[config.mk]
export PLATFORM = sky130hd
export DESIGN_NAME = ctrl_sequencer
export DESIGN_NICKNAME = d
export VERILOG_FILES = /design/src/rtl/ctrl_sequencer_pkg.sv /design/src/rtl/ctrl_sequencer_byte_assembler.sv /design/src/rtl/ctrl_sequencer.sv
export SDC_FILE = /design/constraint.sdc
export NUM_CORES = 1
export LEC_CHECK = 0
export BUFFER_PORTS_ARGS = -buffer_cell sky130_fd_sc_hd__buf_2
export CAP_MARGIN = 20
export CORE_ASPECT_RATIO = 1.4
export CORE_MARGIN = 3
export CORE_UTILIZATION = 55
export CTS_CLUSTER_DIAMETER = 30
export CTS_CLUSTER_SIZE = 12
export DETAILED_ROUTE_END_ITERATION = 10
export PLACE_DENSITY = 0.9
export SYNTH_ARGS = -nofsm -noshare
export SYNTH_HDL_FRONTEND = slang
export SYNTH_SLANG_ARGS = --single-unit
[constraint.sdc]
create_clock -name clk -period 3 [get_ports clk]
set_input_delay 0.75 -clock clk [delete_from_list [all_inputs] [get_ports clk]]
set_output_delay 0.75 -clock clk [all_outputs]
set_load 0.03 [all_outputs]
[src/rtl/ctrl_sequencer_pkg.sv]
// ctrl_pkg: shared definitions for the control-path sequencer.
//   state_e     - sequencer state codes, also driven out on status
//   mode_e      - control word mode field encodings
//   byte_count  - number of whole bytes needed to cover a W-bit field
package ctrl_pkg;

    typedef enum logic [1:0] {
        ST_IDLE = 2'd0,
        ST_IMM  = 2'd1,
        ST_MWR  = 2'd2,
        ST_MRD  = 2'd3
    } state_e;

    typedef enum logic [1:0] {
        MODE_EXEC = 2'd0,
        MODE_IMM  = 2'd1,
        MODE_MWR  = 2'd2,
        MODE_MRD  = 2'd3
    } mode_e;

    function automatic int byte_count(input int w);
        return (w + 7) / 8;
    endfunction

endpackage

[src/rtl/ctrl_sequencer_byte_assembler.sv]
// byte_assembler: collects a programmed number of bytes from the instruction
// byte stream into a little-endian word.
//   clk, rst_n        - clock, asynchronous active-low reset
//   start             - clear the word and load count (bytes to collect)
//   count             - number of bytes to collect, 1..byte_count(W)
//   ibuf, ibuf_valid  - instruction byte stream
//   take              - byte consumed this cycle
//   done              - the final byte is consumed this cycle
//   value             - assembled word; bits not yet written read as 0
module byte_assembler
    import ctrl_pkg::*;
#(
    parameter int W = 8
) (
    input  logic         clk,
    input  logic         rst_n,
    input  logic         start,
    input  logic [2:0]   count,
    input  logic [7:0]   ibuf,
    input  logic         ibuf_valid,
    output logic         take,
    output logic         done,
    output logic [W-1:0] value
);

    localparam int NB = byte_count(W);
    localparam int VW = 8 * NB;

    logic [2:0]    rem_q;
    logic [1:0]    idx_q;
    logic [VW-1:0] val_q;

    // Idle whenever no bytes remain, so an unused assembler never takes.
    assign take  = ibuf_valid && (rem_q != 3'd0);
    assign done  = take && (rem_q == 3'd1);
    // Bits beyond W (only when W is not a byte multiple) are discarded.
    assign value = val_q[W-1:0];

    always_ff @(posedge clk or negedge rst_n) begin
        if (!rst_n) begin
            rem_q <= 3'd0;
            idx_q <= 2'd0;
            val_q <= '0;
        end else if (start) begin
            rem_q <= count;
            idx_q <= 2'd0;
            val_q <= '0;
        end else if (take) begin
            for (int k = 0; k < NB; k++) begin
                if (int'(idx_q) == k) begin
                    val_q[8*k +: 8] <= ibuf;
                end
            end
            idx_q <= idx_q + 2'd1;
            rem_q <= rem_q - 3'd1;
        end
    end

endmodule

[src/rtl/ctrl_sequencer.sv]
// ctrl_sequencer: sequences multi-cycle micro-ops (immediate fetch, RAM
// write, RAM read) between the micro-op decoder, the datapath and memory.
//   ctrl_*                - control word handshake and fields
//   ibuf*                 - instruction byte stream, consumed via ibuf_take
//   wr_data               - store data, latched when an MWR word is accepted
//   exec_pulse            - strobe: datapath executes an EXEC word
//   imm_data/imm_valid    - assembled immediate and its strobe
//   mem_*                 - memory interface (csel, read_en, addr, wdata,
//                           rdata, ready)
//   rd_data/rd_valid      - captured read data and its strobe
//   err                   - strobe: memory access timed out
//   status                - current state code
//
// Handshake: a control word transfers on a cycle where ctrl_valid and
// ctrl_ready are both high; ctrl_ready is high only in IDLE and words
// offered at other times are dropped, not queued. An ibuf byte transfers
// on a cycle where ibuf_valid and ibuf_take are both high. A memory access
// completes on the first cycle with mem_csel and mem_ready both high, or
// aborts after TIMEOUT cycles of mem_ready low.
module ctrl_sequencer
    import ctrl_pkg::*;
#(
    parameter int DATA_W  = 8,
    parameter int ADDR_W  = 8,
    parameter int TIMEOUT = 15
) (
    input  logic              clk,
    input  logic              rst_n,
    input  logic              ctrl_valid,
    output logic              ctrl_ready,
    input  logic [1:0]        ctrl_mode,
    input  logic [2:0]        ctrl_nbytes,
    input  logic [7:0]        ibuf,
    input  logic              ibuf_valid,
    output logic              ibuf_take,
    input  logic [DATA_W-1:0] wr_data,
    output logic              exec_pulse,
    output logic [DATA_W-1:0] imm_data,
    output logic              imm_valid,
    output logic              mem_csel,
    output logic              mem_read_en,
    output logic [ADDR_W-1:0] mem_addr,
    output logic [DATA_W-1:0] mem_wdata,
    input  logic [DATA_W-1:0] mem_rdata,
    input  logic              mem_ready,
    output logic [DATA_W-1:0] rd_data,
    output logic              rd_valid,
    output logic              err,
    output logic [1:0]        status
);

    localparam logic [2:0] DB3     = 3'(byte_count(DATA_W));
    localparam logic [2:0] AB3     = 3'(byte_count(ADDR_W));
    localparam logic [7:0] TO_LAST = 8'(TIMEOUT - 1);

    state_e            state_q;
    logic              exec_q, immv_q, rdv_q, err_q;
    logic              csel_q, rden_q;
    logic [DATA_W-1:0] wdata_q, rdata_q;
    logic [7:0]        to_cnt_q;

    logic       idle, accept;
    logic       imm_start, addr_start;
    logic       imm_take, imm_done, addr_take, addr_done;
    logic [2:0] imm_cnt_d;

    assign idle       = (state_q == ST_IDLE);
    assign accept     = ctrl_valid && idle;
    assign imm_start  = accept && (ctrl_mode == MODE_IMM);
    assign addr_start = accept && ((ctrl_mode == MODE_MWR) || (ctrl_mode == MODE_MRD));

    // Immediate byte count clamped to 1..bytes-per-word.
    always_comb begin
        imm_cnt_d = ctrl_nbytes;
        if (ctrl_nbytes == 3'd0) begin
            imm_cnt_d = 3'd1;
        end else if (ctrl_nbytes > DB3) begin
            imm_cnt_d = DB3;
        end
    end

    byte_assembler #(.W(DATA_W)) u_imm_asm (
        .clk        (clk),
        .rst_n      (rst_n),
        .start      (imm_start),
        .count      (imm_cnt_d),
        .ibuf       (ibuf),
        .ibuf_valid (ibuf_valid),
        .take       (imm_take),
        .done       (imm_done),
        .value      (imm_data)
    );

    byte_assembler #(.W(ADDR_W)) u_addr_asm (
        .clk        (clk),
        .rst_n      (rst_n),
        .start      (addr_start),
        .count      (AB3),
        .ibuf       (ibuf),
        .ibuf_valid (ibuf_valid),
        .take       (addr_take),
        .done       (addr_done),
        .value      (mem_addr)
    );

    // At most one assembler has bytes outstanding at any time.
    assign ibuf_take = imm_take | addr_take;

    always_ff @(posedge clk or negedge rst_n) begin
        if (!rst_n) begin
            state_q  <= ST_IDLE;
            exec_q   <= 1'b0;
            immv_q   <= 1'b0;
            rdv_q    <= 1'b0;
            err_q    <= 1'b0;
            csel_q   <= 1'b0;
            rden_q   <= 1'b0;
            wdata_q  <= '0;
            rdata_q  <= '0;
            to_cnt_q <= 8'd0;
        end else begin
            exec_q <= 1'b0;
            immv_q <= 1'b0;
            rdv_q  <= 1'b0;
            err_q  <= 1'b0;
            case (state_q)
                ST_IDLE: begin
                    if (ctrl_valid) begin
                        case (ctrl_mode)
                            MODE_EXEC: exec_q <= 1'b1;
                            MODE_IMM:  state_q <= ST_IMM;
                            MODE_MWR: begin
                                wdata_q <= wr_data;
                                state_q <= ST_MWR;
                            end
                            default:   state_q <= ST_MRD;
                        endcase
                    end
                end
                ST_IMM: begin
                    if (imm_done) begin
                        immv_q  <= 1'b1;
                        state_q <= ST_IDLE;
                    end
                end
                default: begin
                    // csel low: address phase; csel high: access phase.
                    if (!csel_q) begin
                        if (addr_done) begin
                            csel_q   <= 1'b1;
                            rden_q   <= (state_q == ST_MRD);
                            to_cnt_q <= 8'd0;
                        end
                    end else if (mem_ready) begin
                        // Completion wins over a simultaneous timeout.
                        csel_q   <= 1'b0;
                        rden_q   <= 1'b0;
                        to_cnt_q <= 8'd0;
                        state_q  <= ST_IDLE;
                        if (state_q == ST_MRD) begin
                            rdata_q <= mem_rdata;
                            rdv_q   <= 1'b1;
                        end
                    end else if (to_cnt_q == TO_LAST) begin
                        err_q    <= 1'b1;
                        csel_q   <= 1'b0;
                        rden_q   <= 1'b0;
                        to_cnt_q <= 8'd0;
                        state_q  <= ST_IDLE;
                    end else begin
                        to_cnt_q <= to_cnt_q + 8'd1;
                    end
                end
            endcase
        end
    end

    assign ctrl_ready  = idle;
    assign exec_pulse  = exec_q;
    assign imm_valid   = immv_q;
    assign mem_csel    = csel_q;
    assign mem_read_en = rden_q;
    assign mem_wdata   = wdata_q;
    assign rd_data     = rdata_q;
    assign rd_valid    = rdv_q;
    assign err         = err_q;
    assign status      = state_q;

endmodule

-- After elaboration in Yosys (flattened, before gate mapping)
Index checks and enable logic that the tools add are counted.
- add/subtract/negate cells: 5
- magnitude comparators: 1
- eq/ne operators: 12
- multiplexer cells: 48
- bitwise operators: 2
- reductions and logical operators: 30
- operators with widths (kind ; number):
    2-to-1 mux 8 bit ; 10
    2-to-1 mux 1 bit ; 21
    2-to-1 mux 2 bit ; 9
    2-to-1 mux 3 bit ; 6
    nonzero test 2 bit ; 5
    nonzero test 3 bit ; 3
    adder 8 x 1 -> 8 bit (second input constant) ; 1
    == test 8 x 4 -> 1 bit (second input constant) ; 1
    logical NOT 2 bit ; 4
    logical AND 1 bit ; 7
    == test 2 bit (second input constant) ; 3
    == test 3 x 1 -> 1 bit (second input constant) ; 2
    inequality test 2 bit (second input constant) ; 3
    case mux 2 bit (3 select lines) ; 1
    AND reduction 2 bit ; 3
    AND reduction 3 bit ; 2
    subtractor 3 x 1 -> 3 bit (second input constant) ; 2
    AND reduction 5 bit ; 1
    adder 2 x 1 -> 2 bit (second input constant) ; 2
    == test 2 x 1 -> 1 bit (second input constant) ; 2
    case mux 2 bit (2 select lines) ; 1
    AND reduction 4 bit ; 1
    nonzero test 4 bit ; 1
    > comparator 3 x 1 -> 1 bit (second input constant) ; 1
    other kinds (6) ; 6
- register bits: 58
- input bits: 34
- output and inout bits: 42
- logic and storage cells: 114

-- Logic depth before layout (Yosys ltp)
- depth after elaboration: 5
- depth in mapped cells: 8
- mapped depth without buffers: 7

-- By module
From an unflattened synthesis, not the netlist that was laid out.
- cells, all modules: 271
- area, all modules: 2665.1 sq um
- by module, submodules not included (module ; times used ; cells an instance ; area an instance (sq um) ; seq. area each (sq um)):
    ctrl_sequencer ; 1 ; 135 ; 1396.3 ; 800.8
    byte_assembler ; 2 ; 68 ; 634.4 ; 325.3

-- Worst setup path after synthesis
OpenSTA, ideal clock, no wires.
- path type: reg-to-reg
- from: register state_q[1], in the netlist status[1]
- to: register wdata_q[0], in the netlist mem_wdata[0]
- library setup time: 125 ps
- data arrival time: 2081 ps
- required time: 2875 ps
- slack: 794 ps
- stages on the path, launching flop included: 6
- buffers on the path: 1
- clock period less this slack: 2206 ps
- cells stage by stage: dfrtp_1 -> buf_2 -> nor2_1 -> nand3_1 -> nor2_2 -> mux2_2
- longest elaborated chain between the ends: 2
- RTL lines (element ; line ; text):
    start, declared ; ctrl_sequencer.sv:56 ; state_e state_q;
    start signal, assigned ; ctrl_sequencer.sv:111 ; state_q <= ST_IDLE;
    start signal, assigned ; ctrl_sequencer.sv:131 ; MODE_IMM: state_q <= ST_IMM;
    start signal, assigned ; ctrl_sequencer.sv:134 ; state_q <= ST_MWR;
    logical NOT 2 bit ; -- ;
    net ctrl_ready ; ctrl_sequencer.sv:30 ; output logic ctrl_ready,
    AND reduction 3 bit (no line) ; -- ;
    end signal, assigned ; ctrl_sequencer.sv:133 ; wdata_q <= wr_data;
    end, declared ; ctrl_sequencer.sv:59 ; logic [DATA_W-1:0] wdata_q, rdata_q;
The timed path passes the listed nets, and every way through them passes these cells.
A chain may end at the register's enable or synchronous reset.

-- Final worst setup path
- from: register u_addr_asm.rem_q[0]
- to: output ibuf_take
- longest elaborated chain between the ends: 3
- RTL lines (element ; line ; text):
    start, declared ; ctrl_sequencer_byte_assembler.sv:29 ; logic [2:0] rem_q;
    start signal, assigned ; ctrl_sequencer_byte_assembler.sv:45 ; rem_q <= count;
    start signal, assigned ; ctrl_sequencer_byte_assembler.sv:55 ; rem_q <= rem_q - 3'd1;
    nonzero test 3 bit ; ctrl_sequencer_byte_assembler.sv:34 ; assign take = ibuf_valid && (rem_q != 3'd0);
    logical AND 1 bit ; ctrl_sequencer_byte_assembler.sv:34 ;
    bitwise OR 1 bit ; ctrl_sequencer.sv:107 ; assign ibuf_take = imm_take | addr_take;
    end, declared ; ctrl_sequencer.sv:35 ; output logic ibuf_take,
No other way between the ends.

==> qor.yml <==
port_buffers: 72
nets: 362
synthCells: 240
grt_max_degree: 42
syn_to_final_growth_pct: 24.2
cts_tree: "done"
start_kind: "flop"
syn_area_sq_um: 2620
synth-seq-cells: 58
cts_hold_buf: 0
cts_made_buffers: 9
clockBufferDepth: 2
ys_async_sr_fraction_pct: 100
power_leakage_uw: 0.00178
total_power_uw: 3620
path_max_fanout: 7
crit_type: "flop to output port"
clkTransAtPathRegs_ps: 60
synth_top_area_share_pct: 55.3
outcome: "finished, final reports clean"
antenna_cells: 0
register_area_sq_um: 1450
multi_input_area_sq_um: 1080
rsz0062_at_grt: "no"
yosysSeqAreaShare_pct: 55.3
cap_violations: 0
antenna_found_initial: 0
reg2reg_slack_ps: 1100
grt_pass1_wl_mm: 8.91
synth_edf_count: 0
worstRegToRegCells: 4
ys.flop_type: "dfrtp_1"
drtIter0Drc: 60
yosysTopAreaCell: "dfrtp_1"
fin_crit_sh_pct: 86.5
coreArea_sq_um: 4570
place.gp.congestion: 0.852
fill_cells: 355
firstDrtPassIters: 6
slew_violations: 0
whs_ps: 338
drc: 0
pre_cts_slack_ps: 716
hold_viol_final: 0
die_x_um: 64.4
synth_common_cells: "58 x dfrtp_1, 35 x nand2_1, 32 x nor2_1"
power_density_nw_per_um2: 1110
synth.area.top_cells: "dfrtp_1 55%, mux2i_1 6.9%, nand2_1 5.0%, ha_1 4.8%, nor2_1 4.6%"
die_h_um: 87.7
hpwl_mm: 3.80
io_pins: 76
grt_pass1_vias: 2028
tns_ps: 0
vdd_drop_max_v: 0.000694
holdCritPathClass: "input pin to async pin"
setup_viol: 0
fin_skew_ps: 5.63
wl_mm: 5.27
cts_sinks: 58
period_needed_ps: 2600
clk_latency_ps: 330
dieArea_sq_um: 5650
crit_arrival_ps: 1850
syn_avg_cell_area_sq_um: 10.9
r2r-start: "status[1]"
cts_max_level: 3
cts_resized: 0
detail-route-antenna-nets: 0
post-route-util_pct: 71.3
cts_setup_buffers: 0
end_kind: "output port"
synth_nets: 284
finalWorstSetupSlack_ps: 404
grt.total_usage_pct: 20.6
overflow: 0
drive_gt1_share_pct: 32.8
yosysUniqueCellTypes: 45
cts-root-buf: "clkbuf_8"
yosysWarningCount: 0
row_count: 29
routed_via_density: 5.21
routedWlPerCell_um: 13.7
rr_endpoint: "mem_wdata[6]"
fmax_mhz: 385
max-slew-margin-rel_pct: 58.9
tightest_slew_ps: 615
synth.most_common_cell: "dfrtp_1"
vias: 2005
cp.required_ps: 2250
initial_core_util_pct: 57.4
[power breakdown]
part           total [uW]  leakage [uW]  switching, uW  internal, uW
registers            1310      0.000738            217          1090
clock network         784      0.000109            296           487
logic                1530      0.000932           1000           523
total                3620       0.00178           1520          2100
[layer usage]
metal | vias up | track usage (%) | share of wire, %
met4 | 0 | 9.04 | 1.4
met1 | 957 | 24.4 | 41
met2 | 78 | 34.5 | 50
met3 | 9 | 6.68 | 7.1
li1 | 961 | - | -
met5 | - | 0 | 0
[critical path, cell delays in order, from the launching register on]
cell	delay [ps]
dfrtp_1	380
inv_1	110
ha_1	170
inv_1	70
o21ai_1	470
nand2_1	120
buf_2	200
[stage by stage]
step / cell area, sq um / cells
after floorplan: 2620 / 240
after global placement: 3040 / 369
after detailed placement: 3040 / 369
after CTS: 3260 / 385
after global routing: 3260 / 385
final: 3260 / 385
[cells in the final DEF (no fill, tap or decap), drive strengths merged, types with 2 or more instances in the layout]
cell	n
buf	74
dfrtp	58
nand2	35
nor2	33
mux2i	18
inv	14
clkbuf	11
ha	10
mux2	8
o21ai	8
xor2	5
xnor2	4
a21oi	4
o211ai	4
nand3	3
clkinv	3
or3	2
nand3b	2
nand4	2
and3	2
and4	2
bufinv	2
or2	2
[worst max-delay path by stage]
stage,start,endpoint,slack (ps),cells after the start
final,u_addr_asm.rem_q[0],ibuf_take,400,6
after CTS,u_addr_asm.rem_q[0],ibuf_take,370,6
after detailed placement,ibuf_valid,ibuf_take,720,4
after global placement,ibuf_valid,ibuf_take,690,4
after global routing,u_addr_asm.rem_q[0],ibuf_take,240,6
after floorplan,status[1],mem_wdata[0],790,5
[kinds of logic (layout without fill, tap and decap cells)]
kind of cell | count (synthesis) | in the layout | share of synthesized area [%]
fa+ha+maj | 10 | 10 | 4.77
compound gates | 24 | 24 | 6.77
flops | 58 | 58 | 55.3
xor+xnor | 9 | 9 | 3.00
buf+inv | 22 | 105 | 3.58
simple gates | 91 | 91 | 16.3
mux | 26 | 26 | 10.3
[layout make-up]
| type | instances | area share (%) |
|---|---|---|
| flip-flops and latches | 58 | 44.5 |
| multi-input cells | 160 | 33.1 |
| repair buffers | 74 | 11.5 |
| clock buffers | 11 | 4.34 |
| clock inverters | 5 | 2.38 |
| well taps | 62 | 2.38 |
| inverters | 15 | 1.73 |
[state kept, by name (all words and copies together) (netlist names), 3 cells and up]
name              count
u_addr_asm.rem_q      3
rd_data               8
to_cnt_q              8
u_addr_asm.value      8
u_imm_asm.value       8
u_imm_asm.rem_q       3
mem_wdata             8
Note: power is estimated with default switching activity, not from simulation.
